$ cat src/rtl/instr_fetch_if.sv
// Fetch-stage bus bundle: ROM port, decode valid/ready handshake, redirect and debug PC.
// The master modport is the fetch stage; the slave modport is its environment.
interface instr_fetch_if;
  logic        fetch_en;
  logic [31:0] rom_addr;
  logic [31:0] rom_data;
  logic        out_valid;
  logic        out_ready;
  logic [31:0] out_instr;
  logic [31:0] out_pc;
  logic        redirect_valid;
  logic [31:0] redirect_pc;
  logic [31:0] fetch_pc;

  modport master (
    input  fetch_en, rom_data, out_ready, redirect_valid, redirect_pc,
    output rom_addr, out_valid, out_instr, out_pc, fetch_pc
  );

  modport slave (
    output fetch_en, rom_data, out_ready, redirect_valid, redirect_pc,
    input  rom_addr, out_valid, out_instr, out_pc, fetch_pc
  );
endinterface

$ cat src/rtl/instr_fetch.sv
// RV32E fetch stage: owns the PC, reads a zero-latency ROM and queues {pc, instr}
// pairs in a small circular buffer feeding decode; a redirect flushes and reloads.
module instr_fetch #(
  parameter logic [31:0] RESET_VECTOR = 32'h0000_0000,
  parameter int unsigned DEPTH        = 2
) (
  input logic            clk,
  input logic            rst_n,
  instr_fetch_if.master  bus
);

  localparam int unsigned PTR_W = (DEPTH > 1) ? $clog2(DEPTH) : 1;
  localparam int unsigned CNT_W = PTR_W + 1;
  localparam logic [CNT_W-1:0] DEPTH_C = CNT_W'(DEPTH);

  typedef struct packed {
    logic [31:0] pc;
    logic [31:0] instr;
  } entry_t;

  logic [31:0]      pc_q, pc_d;
  logic [CNT_W-1:0] count_q, count_d;
  logic [PTR_W-1:0] wr_ptr_q, wr_ptr_d;
  logic [PTR_W-1:0] rd_ptr_q, rd_ptr_d;
  entry_t           mem_q [DEPTH];
  entry_t           mem_d [DEPTH];

  logic deq;
  logic enq;

  assign bus.rom_addr  = pc_q;
  assign bus.fetch_pc  = pc_q;
  assign bus.out_valid = (count_q != '0);
  // Gating by out_valid gives zero outputs in reset without resetting storage.
  assign bus.out_instr = bus.out_valid ? mem_q[rd_ptr_q].instr : 32'h0;
  assign bus.out_pc    = bus.out_valid ? mem_q[rd_ptr_q].pc    : 32'h0;

  assign deq = bus.out_valid & bus.out_ready;
  assign enq = bus.fetch_en & ~bus.redirect_valid & ((count_q < DEPTH_C) | deq);

  always_comb begin
    // NOTE: every variable gets a default first so no path leaves it unassigned (no latch).
    pc_d     = pc_q;
    count_d  = count_q;
    wr_ptr_d = wr_ptr_q;
    rd_ptr_d = rd_ptr_q;
    mem_d    = mem_q;

    if (enq) begin
      mem_d[wr_ptr_q] = '{pc: pc_q, instr: bus.rom_data};
      wr_ptr_d        = wr_ptr_q + PTR_W'(1);
      pc_d            = pc_q + 32'd4;
    end
    if (deq) begin
      rd_ptr_d = rd_ptr_q + PTR_W'(1);
    end
    case ({enq, deq})
      2'b10:   count_d = count_q + CNT_W'(1);
      2'b01:   count_d = count_q - CNT_W'(1);
      default: count_d = count_q;
    endcase

    // Redirect wins: a same-cycle dequeue still hands its entry to decode,
    // everything left in the buffer is dropped.
    if (bus.redirect_valid) begin
      pc_d     = {bus.redirect_pc[31:2], 2'b00};
      count_d  = '0;
      wr_ptr_d = '0;
      rd_ptr_d = '0;
    end
  end

  // NOTE: sequential state uses non-blocking assignments so all flops update together.
  always_ff @(posedge clk or negedge rst_n) begin
    if (!rst_n) begin
      pc_q     <= RESET_VECTOR;
      count_q  <= '0;
      wr_ptr_q <= '0;
      rd_ptr_q <= '0;
    end else begin
      pc_q     <= pc_d;
      count_q  <= count_d;
      wr_ptr_q <= wr_ptr_d;
      rd_ptr_q <= rd_ptr_d;
    end
  end

  // NOTE: buffer storage is deliberately not reset; count_q alone marks entries valid.
  always_ff @(posedge clk) begin
    mem_q <= mem_d;
  end

endmodule

$ cat src/flat_wrapper.sv
// flat-port wrapper written by rule: the top's interface ports become plain ports
module instr_fetch_flat 
#(
  parameter logic [31:0] RESET_VECTOR = 32'h0000_0000,
  parameter int unsigned DEPTH        = 2
)
  (clk, rst_n, bus_fetch_en, bus_rom_data, bus_out_ready, bus_redirect_valid, bus_redirect_pc, bus_rom_addr, bus_out_valid, bus_out_instr, bus_out_pc, bus_fetch_pc);
  instr_fetch_if bus_i ();
  input logic clk;
  input logic rst_n;
  input wire logic [$bits(bus_i.fetch_en)-1:0] bus_fetch_en;
  input wire logic [$bits(bus_i.rom_data)-1:0] bus_rom_data;
  input wire logic [$bits(bus_i.out_ready)-1:0] bus_out_ready;
  input wire logic [$bits(bus_i.redirect_valid)-1:0] bus_redirect_valid;
  input wire logic [$bits(bus_i.redirect_pc)-1:0] bus_redirect_pc;
  output wire logic [$bits(bus_i.rom_addr)-1:0] bus_rom_addr;
  output wire logic [$bits(bus_i.out_valid)-1:0] bus_out_valid;
  output wire logic [$bits(bus_i.out_instr)-1:0] bus_out_instr;
  output wire logic [$bits(bus_i.out_pc)-1:0] bus_out_pc;
  output wire logic [$bits(bus_i.fetch_pc)-1:0] bus_fetch_pc;
  assign bus_i.fetch_en = bus_fetch_en;
  assign bus_i.rom_data = bus_rom_data;
  assign bus_i.out_ready = bus_out_ready;
  assign bus_i.redirect_valid = bus_redirect_valid;
  assign bus_i.redirect_pc = bus_redirect_pc;
  assign bus_rom_addr = bus_i.rom_addr;
  assign bus_out_valid = bus_i.out_valid;
  assign bus_out_instr = bus_i.out_instr;
  assign bus_out_pc = bus_i.out_pc;
  assign bus_fetch_pc = bus_i.fetch_pc;
  instr_fetch #(.RESET_VECTOR(RESET_VECTOR), .DEPTH(DEPTH)) u_core (.clk(clk), .rst_n(rst_n), .bus(bus_i));
endmodule
$ cat config.mk
export PLATFORM = sky130hd
export DESIGN_NAME = instr_fetch_flat
export DESIGN_NICKNAME = d
export VERILOG_FILES = /design/src/rtl/instr_fetch_if.sv /design/src/rtl/instr_fetch.sv /design/src/flat_wrapper.sv
export SDC_FILE = /design/constraint.sdc
export NUM_CORES = 1
export LEC_CHECK = 0
export CORE_MARGIN = 1.5
export CORE_UTILIZATION = 39
export CTS_CLUSTER_SIZE = 25
export DETAILED_ROUTE_END_ITERATION = 10
export PLACE_DENSITY_LB_ADDON = 0.1
export SLEW_MARGIN = 20
export SYNTH_ARGS = -nofsm -noshare
export SYNTH_HDL_FRONTEND = slang
export SYNTH_SLANG_ARGS = --single-unit
$ cat constraint.sdc
create_clock -name clk -period 16.9 [get_ports clk]
set_input_delay 2.535 -clock clk [delete_from_list [all_inputs] [get_ports clk]]
set_output_delay 2.535 -clock clk [all_outputs]
set_load 0.1 [all_outputs]
==> impl_metrics.json <==
{
  "outcome": "finished clean",
  "syn_inst": 519,
  "slowest_stage": "clkdlybuf4s50_1",
  "clk-insertion-delay-late_ns": 0.41,
  "worst-path-buf-inv": 3,
  "setup_violations": 0,
  "rows": 48,
  "crit_chain": "nor2_4 > buf_4 > inv_1 > clkdlybuf4s50_1",
  "dieArea_sq_um": 18300,
  "fp.dieW_um": 135,
  "ctsRootBufferMaster": "clkbuf_16",
  "endpoint_kind": "output port",
  "power_density_nw_per_um2": 126,
  "ys_types": 37,
  "final_nets": 751,
  "ys_warn_count": 0,
  "syn_area_sq_um": 6840,
  "timing.rr.end": "u_core.bus.fetch_pc[30]",
  "dp_hpwl_um": 9980,
  "worst-path-stages": 4,
  "routed-via-count": 4408,
  "critPathMaxFanout": 51,
  "r2r_cells": 6,
  "htreeDepth": 4,
  "grt_pass1_wl_um": 23600,
  "worstMarginPinSlew_ns": 1.01,
  "tritoncts": "yes",
  "routed_wl_um": 15500,
  "start_util_pct": 39.7,
  "grt_setup_unrepaired": "false",
  "synth_largest_area_cell": "edfxtp_1",
  "ir_drop_mv": 0.0672,
  "antenna_found_initial": 0,
  "routedWlPerCell_um": 16.9,
  "final_util_pct": 54.2,
  "worst_setup_path_start_kind": "register",
  "use_met1_pct": 22.0,
  "hold_end": "u_core.mem_q[127]",
  "overflow": 0,
  "period_minus_slack_ns": 5.56,
  "grt_start_max_net_pins": 66,
  "hold_depth": 0,
  "fmax_mhz": 180,
  "synth_common_cells": "124 x edfxtp_1, 69 x nor2_1, 63 x mux2i_1, 42 x nand2_1, 36 x buf_4",
  "hold_start": "u_core.bus.fetch_pc[31]",
  "fillers": 1465,
  "postRouteAntennaNets": 0,
  "crit_type": "register to output port",
  "core-area_sq_um": 17200,
  "finalSetupTns_ns": 0,
  "max_stage_delay_ns": 1.02,
  "cts_hold_buf": 0,
  "syn_avg_cell_area_sq_um": 13.2,
  "r2r_slack_ns": 14.74,
  "synth_edf_count": 124,
  "cp_top_family": "buffers and inverters",
  "area_growth_pct": 36.6,
  "track_usage_pct": 17.3,
  "arrival_ns": 3.02,
  "required_ns": 14.37,
  "vias_per_cell": 4.80,
  "skew_ns": 0.00926,
  "cts.sink_count": 158,
  "hold_path.class": "register to register",
  "gp_congestion": 0.752,
  "async_flop_share_pct": 21.5,
  "antenna_cells": 0,
  "first_iter_violations": 196,
  "ys_top_cells_by_area": "edfxtp_1 54%, dfrtp_1 12%, mux2i_1 9.2%, buf_4 4.0%, nor2_1 3.8%",
  "relSlewSlack_pct": 32.3,
  "clock_path_buffers": 2,
  "num_io_pins": 198,
  "clk_pin_slew_worst_paths_ns": 0.06,
  "seq_area_frac_synth_pct": 66.9,
  "register_area_sq_um": 4580,
  "post_cts_buffers": 0,
  "use_met2_pct": 29.5,
  "synth.most_common_cell": "edfxtp_1",
  "drc_errors": 0,
  "busiest_layer": "met2",
  "min_period_over_period_pct": 32.9,
  "multi_input_area_sq_um": 1930,
  "slew_violations": 0,
  "r2r-start": "u_core.bus.fetch_pc[3]",
  "ctsResizeCount": 0,
  "final_area_sq_um": 9340,
  "cts_buffers": 17,
  "io_buffers": 189,
  "power_leakage_nw": 3.20,
  "drive_gt1_share_pct": 6.63,
  "cap_violations": 0,
  "placed_cell_area_sq_um": 8730,
  "synth_flop_cell": "edfxtp_1",
  "first_pass_iters": 4,
  "synth_top_area_share_pct": 54.5,
  "dieHeight_um": 135,
  "synth-seq-cells": 158,
  "first_global_vias": 4390,
  "hold_viol": 0,
  "grtUsageMet3_pct": 4.34
}
power by group:
part,total [mW],switching (mW),internal (mW)
Clock,0.376,0.145,0.232
Combinational,0.331,0.252,0.0791
Sequential,0.468,0.0232,0.445
sequential cells by signal (all words and copies together), names as in the netlist:
name	count
u_core.mem_q	124
u_core.bus.fetch_pc	30
u_core.count_q	2
u_core.rd_ptr_q	1
u_core.wr_ptr_q	1
worst max path at each step:
stage | startpoint | endpoint | slack, ns
global route | u_core.count_q[1] | bus_out_valid | 11.15
global placement | u_core.rd_ptr_q | bus_out_pc[13] | 11.61
CTS | u_core.rd_ptr_q | bus_out_pc[12] | 11.14
finish | u_core.count_q[1] | bus_out_valid | 11.34
detailed placement | u_core.rd_ptr_q | bus_out_pc[12] | 11.60
floorplan | bus_fetch_en | u_core.mem_q[0] | 8.76
layout make-up:
class / instances / area share, %
clock buffer: 21 / 4.72
clock inverter: 11 / 1.51
inverter: 5 / 0.201
multi-input combinational: 303 / 20.6
sequential: 158 / 49.0
tap: 225 / 3.01
timing repair buffer: 196 / 20.9
per-stage QoR:
step	power (mW)	instances	hold WS [ns]	worst slack [ns]
2_1_floorplan	0.731	524	0.519	8.76
3_3_place_gp	0.806	886	0.551	11.61
3_5_place_dp	0.808	886	0.561	11.60
4_1_cts	1.19	918	0.576	11.14
5_1_grt	1.21	919	0.589	11.15
6_report	1.18	919	0.583	11.34
layout by cell type (no fill, tap or decap), types with 2 or more instances in the layout:
cell type          n
nor3_1             9
clkinv_4           2
nand2_1           42
nand3_1           12
nor2_1            68
dfrtp_1           33
buf_4              6
conb_1             6
clkdlybuf4s50_1  187
xor2_1             7
bufinv_16          3
or3_4              2
mux2i_1           63
edfxtp_1         124
o21ai_0           29
and2_1             2
clkbuf_1           4
xnor2_1           23
nand2b_1           2
and3_1             5
clkinv_1           2
and4_1             2
buf_2              2
nand4_1            3
inv_1              5
clkinv_2           2
clkbuf_16         17
nor4_1             9
nor2b_1            3
mux2_2             2
layer usage:
metal / wire (um) / vias to the layer above / share of wire (%)
met1: 6790 / 2147 / 44
li1: - / 2130 / -
met4: 106 / 0 / 0.68
met2: 7800 / 126 / 50
met3: 800 / 5 / 5.2
met5: 0 / - / 0
cell families (layout without fill, tap and decap cells):
kind of cell               after synthesis  after routing  share of synthesized area, %
AOI/OAI and AO/OA                       33             33                          2.51
xor gates and xnor gates                30             30                          3.84
adders and majority gates                1              1                         0.183
buffers and inverters                   63            233                          5.45
DFF                                    158            158                          66.9
muxes                                   65             65                          9.55
other                                    1              6                        0.0549
and+or+nand+nor                        168            168                          11.5
No activity file was read; power rests on OpenSTA's default activity.
